<file path="src/rtl/ray_generator.sv">
// Camera ray source: walks an IMG_W x IMG_H frame in raster order and streams one
// 6-word ray (origin xyz, direction xyz) per pixel into a downstream FIFO.
module ray_generator #(
  parameter int D_BITS = 32,
  parameter int Q_BITS = 10,
  parameter int IMG_W  = 640,
  parameter int IMG_H  = 480,
  parameter int X_BITS = (IMG_W > 1) ? $clog2(IMG_W) : 1,
  parameter int Y_BITS = (IMG_H > 1) ? $clog2(IMG_H) : 1
) (
  input  logic                     clock,
  input  logic                     reset,
  input  logic                     start,
  output logic                     busy,
  output logic                     done,
  input  logic signed [D_BITS-1:0] cam_origin [2:0],
  input  logic signed [D_BITS-1:0] cam_corner [2:0],
  input  logic signed [D_BITS-1:0] cam_du     [2:0],
  input  logic signed [D_BITS-1:0] cam_dv     [2:0],
  input  logic                     out_full,
  output logic                     out_wr_en,
  output logic signed [D_BITS-1:0] ray_out    [5:0],
  output logic [X_BITS-1:0]        pixel_x,
  output logic [Y_BITS-1:0]        pixel_y
);

  if (Q_BITS < 0 || Q_BITS >= D_BITS) begin : g_bad_q_bits
    $error("ray_generator: Q_BITS must lie in [0, D_BITS)");
  end

  localparam logic [X_BITS-1:0] X_LAST = X_BITS'(IMG_W - 1);
  localparam logic [Y_BITS-1:0] Y_LAST = Y_BITS'(IMG_H - 1);

  typedef enum logic [1:0] {
    S_IDLE,
    S_RUN,
    S_DONE
  } state_t;

  state_t state_q, state_d;

  logic signed [D_BITS-1:0] origin_q  [2:0], origin_d  [2:0];
  logic signed [D_BITS-1:0] du_q      [2:0], du_d      [2:0];
  logic signed [D_BITS-1:0] dv_q      [2:0], dv_d      [2:0];
  logic signed [D_BITS-1:0] row_acc_q [2:0], row_acc_d [2:0];
  logic signed [D_BITS-1:0] dir_acc_q [2:0], dir_acc_d [2:0];
  logic signed [D_BITS-1:0] row_next  [2:0];
  logic [X_BITS-1:0]        x_q, x_d;
  logic [Y_BITS-1:0]        y_q, y_d;

  always_comb begin
    state_d   = state_q;
    origin_d  = origin_q;
    du_d      = du_q;
    dv_d      = dv_q;
    row_acc_d = row_acc_q;
    dir_acc_d = dir_acc_q;
    x_d       = x_q;
    y_d       = y_q;
    busy      = 1'b0;
    done      = 1'b0;
    out_wr_en = 1'b0;

    // One adder per axis serves both the row accumulator and the first direction of the new row.
    for (int unsigned k = 0; k < 3; k++) begin
      row_next[k] = row_acc_q[k] + dv_q[k];
    end

    case (state_q)
      S_IDLE: begin
        if (start) begin
          origin_d  = cam_origin;
          du_d      = cam_du;
          dv_d      = cam_dv;
          row_acc_d = cam_corner;
          dir_acc_d = cam_corner;
          x_d       = '0;
          y_d       = '0;
          state_d   = S_RUN;
        end
      end
      S_RUN: begin
        busy      = 1'b1;
        out_wr_en = !out_full;
        if (!out_full) begin
          if (x_q != X_LAST) begin
            x_d = x_q + X_BITS'(1);
            for (int unsigned k = 0; k < 3; k++) begin
              dir_acc_d[k] = dir_acc_q[k] + du_q[k];
            end
          end else if (y_q != Y_LAST) begin
            x_d       = '0;
            y_d       = y_q + Y_BITS'(1);
            row_acc_d = row_next;
            dir_acc_d = row_next;
          end else begin
            state_d = S_DONE;
          end
        end
      end
      S_DONE: begin
        done    = 1'b1;
        state_d = S_IDLE;
      end
      default: state_d = S_IDLE;
    endcase
  end

  always_comb begin
    for (int unsigned k = 0; k < 3; k++) begin
      ray_out[k]     = origin_q[k];
      ray_out[k + 3] = dir_acc_q[k];
    end
    pixel_x = x_q;
    pixel_y = y_q;
  end

  always_ff @(posedge clock) begin
    if (reset) begin
      state_q   <= S_IDLE;
      origin_q  <= '{default: '0};
      du_q      <= '{default: '0};
      dv_q      <= '{default: '0};
      row_acc_q <= '{default: '0};
      dir_acc_q <= '{default: '0};
      x_q       <= '0;
      y_q       <= '0;
    end else begin
      state_q   <= state_d;
      origin_q  <= origin_d;
      du_q      <= du_d;
      dv_q      <= dv_d;
      row_acc_q <= row_acc_d;
      dir_acc_q <= dir_acc_d;
      x_q       <= x_d;
      y_q       <= y_d;
    end
  end

endmodule

</file>
<file path="config.mk">
export PLATFORM = sky130hd
export DESIGN_NAME = ray_generator
export DESIGN_NICKNAME = d
export VERILOG_FILES = /design/src/rtl/ray_generator.sv
export SDC_FILE = /design/constraint.sdc
export NUM_CORES = 2
export LEC_CHECK = 0
export ABC_CLOCK_PERIOD_IN_PS = 9100
export BUFFER_PORTS_ARGS = -buffer_cell sky130_fd_sc_hd__buf_2
export CAP_MARGIN = 20
export CORE_MARGIN = 5
export CORE_UTILIZATION = 40
export CTS_CLUSTER_DIAMETER = 60
export DETAILED_ROUTE_END_ITERATION = 10
export PLACE_DENSITY = 0.58
export SETUP_SLACK_MARGIN = 0.02
export SLEW_MARGIN = 10
export SYNTH_ARGS = -nofsm -noshare
export SYNTH_HDL_FRONTEND = slang
export SYNTH_SLANG_ARGS = --single-unit
</file>
<file path="constraint.sdc">
create_clock -name clock -period 9.1 [get_ports clock]
set_clock_uncertainty 0.1 [all_clocks]
set_input_delay 0.91 -clock clock [delete_from_list [all_inputs] [get_ports clock]]
set_output_delay 0.91 -clock clock [all_outputs]
set_load 0.005 [all_outputs]
</file>
==> impl_results.md <==
- Largest family of logic cells by synthesized area: compound AO/OA/AOI/OAI gates
- Async SR Flop Fraction: 0%
- Clock-pin slew of the registers on the worst-case setup and hold paths: about 50 ps
- ANT nets after route: 0
- Levels on crit path: 9
- Status: finished, final reports clean
- Slew headroom: between 20% and 30%
- Height of the die: between 200 and 300 um
- Simple-gate portion of the synthesized area: a little over a fifth
- FP Rows: 98
- Area leader, netlist: dfxtp_1
- Post-CTS Hold Fix Bufs: 0
- Synth warnings: 0
- Crit end category: flip-flop
- TritonCTS clock tree: done
- H-tree Lvls: 3
- DR top layer: met5
- FILL cells: roughly 7.3k
- Setup bufs post-CTS: 0
- RSZ-0062 raised after global routing: no
- Max-Cap Viols: 0
- Worst slew pin tran: 1070 ps
- First-pass GRT wire length: 175 mm
- Detailed Place HPWL: between 90 and 100 mm
- Final setup viols: 0
- Final hold violations: 0
- Initial antenna violation count: 28
- Synth Area in Adders: between 8 and 9%
- DR vias: 29.5k
- Met2 routed WL: between 40 and 50 mm
- Number of global-route vias before repair: 27.0k
- Post-synth top flop: dfxtp_1
- Top Ports: 602
- Final period util: a little under half
- VDD IR-drop max: roughly 140 uV
- Worst EP required: 9500 ps
- Post-synthesis compound-gate area fraction: between 20% and 30%
- Final Max Slew Viols: 0
- Root buf cell: clkbuf_16
- Synthesized area: 28800 sq um
- Inst Count DP: about 5.1k
- Synth Instances: around 3.8k
- Distinct cells, synth: 96
- Top cell type's share of synthesized area: a little over a third
- Final min period: about 4300 ps
- Worst min path class: flip-flop to flip-flop
- Path type of the worst setup path: flip-flop to flip-flop
- Static Leak: 15.6 nW
- GRT Resource Usage Total: 29.1%
- Multiplexer share of the synthesized area: 0.318%
- Fmax: about 230 MHz
- DR DRC count: 0
- Hold path depth: 2
- Most frequent cells in the layout: nand2_1, buf_2, a21oi_1
- Post-synthesis register bit count: about 500
- WL/cell: 22.7 um
- Num CTS Buffers: 66
- Post-synth EDFFs: 0
- I/O Buffers: roughly 600
- Worst Path Buf+Inv: 2
- Core Box Area: approximately 70000 sq um
- Synth Area per Inst: ~7.6 sq um
- CTS resizes: 0
- Crit start category: flip-flop
- Xor and xnor area share after synthesis: approximately 5.4%
- Most Frequent Cell on Critical Path: buf_4
- Die X: around 280 um
- Final net count: just under 5k
- Largest net degree at the start of global routing: between 150 and 200
- Post-synthesis sequential area ratio: around a third
- Setup TNS: 0 ps
- Crit path max-delay cell type: nor2_2
- Crit Path Max Fanout: between 60 and 70
- Most common cell after layout, fill and taps aside: nand2_1
- CTS sink cnt: between 500 and 600
- Final WS setup: approximately 4800 ps
- CP max stage delay: 820 ps
- RePlAce Congestion: 0.923
- Clk buf depth: 3
- Share of cells above drive strength 1: a little under a fifth
- Drt total wl: 119 mm
- Initial Util: a little over 40%
- DR iter-0 viols: about 3.2k
- Pre-CTS setup slack: between 4000 and 5000 ps
- Post-route non-filler standard cell count: 5261
- Post-Syn Nets: 4357
- Critical-path cell list: nand2b_4 > buf_4 > nor2_2 > a21o_2 > buf_4 > nor2_1 > o21ai_0 > a21oi_1 > nor4_1
- R2R cell count: 9
- Clock Latency Late Sink: around 600 ps
- Worst path arrival time: between 4000 and 5000 ps
- Ranking of synthesized cells by area: dfxtp_1, nand2_1, a21oi_1
- Pwr/cell area: 187 nW/um^2
- First-pass iteration count of the detailed router: 6
- Overflow after GRT: 0
- Met1 wire length: around 55 mm
- Full die area: 77400 sq um
- DR WL met3: roughly 12 mm
- Via density: 5.61
- Area growth from synthesis to layout: 20.5%
- Cell family with most CP delay: simple AND/OR/NAND/NOR gates
==> per-layer routing <==
metal  GRT usage [%]  vias to the layer above
met3            8.40                      196
met4            8.19                       14
li1                -                    14300
met2            40.9                     1289
met1            43.1                    13700
met5               0                        -
==> worst min-delay path: stages, from the launching register on <==
cell	delay, ps
dfxtp_1	300
nand2_1	50
a21oi_1	50
==> Yosys cell counts, drive strengths merged (29+ instances only) <==
cell	count
nand2	912
a21oi	564
dfxtp	501
nor2	248
clkbuf	195
ha	188
o21ai	180
a21o	104
xnor2	100
xor2	76
nor3	69
o211ai	59
a211oi	57
a311oi	51
nand3	51
a31oi	29
==> cell type report <==
| cell class | count | area, sq um | share of cell area [%] |
|---|---|---|---|
| flip-flops and latches | 501 | 10000 | 28.9 |
| clock buffers | 92 | 1950 | 5.61 |
| inverters | 29 | 111 | 0.321 |
| clock inverters | 26 | 273 | 0.787 |
| repair buffers | 630 | 3250 | 9.37 |
| diodes | 10 | 25.0 | 0.0722 |
| multi-input cells | 3023 | 17800 | 51.5 |
| well taps | 950 | 1190 | 3.43 |
==> flip-flops by register name, summed over array words and instances (netlist names) <==
name	count
pixel_x	10
ray_out	192
pixel_y	9
dv_q	96
state_q	2
row_acc_q	96
du_q	96
==> power breakdown <==
group | switching (mW) | leakage (nW) | internal, mW
Clock | 1.06 | 1.08 | 1.62
Combinational | 0.838 | 10.4 | 0.473
Sequential | 0.150 | 4.12 | 2.35
Total | 2.05 | 15.6 | 4.44
==> through the flow <==
step,power [mW],utilization (%),instance area [sq um],hold slack [ps]
floorplan,3.28,-,28800,336
global placement,3.82,45.4,32400,338
detailed placement,3.82,45.4,32400,343
CTS,6.51,48.5,34600,351
global route,6.76,48.5,34600,364
finish,6.49,48.6,34700,350
==> logic make-up after synthesis <==
logic type / Yosys count
AND/OR/NAND/NOR: 1439
AO/OA/AOI/OAI: 1204
flip-flops: 501
buffers and inverters: 251
adder cells (fa/ha/maj): 194
XOR/XNOR: 177
multiplexers: 9
==> path summary, 6_finish.rpt <==
check | startpoint | endpoint | slack (ps)
max reg2reg | state_q[1]$_SDFFE_PP0P_ | ray_out[123]$_SDFFE_PP0P_ | 4760
min | ray_out[60]$_SDFFE_PP0P_ | ray_out[60]$_SDFFE_PP0P_ | 350
max | state_q[1]$_SDFFE_PP0P_ | ray_out[123]$_SDFFE_PP0P_ | 4760
min reg2reg | ray_out[60]$_SDFFE_PP0P_ | ray_out[60]$_SDFFE_PP0P_ | 350
No activity file was read; power rests on OpenSTA's default activity.
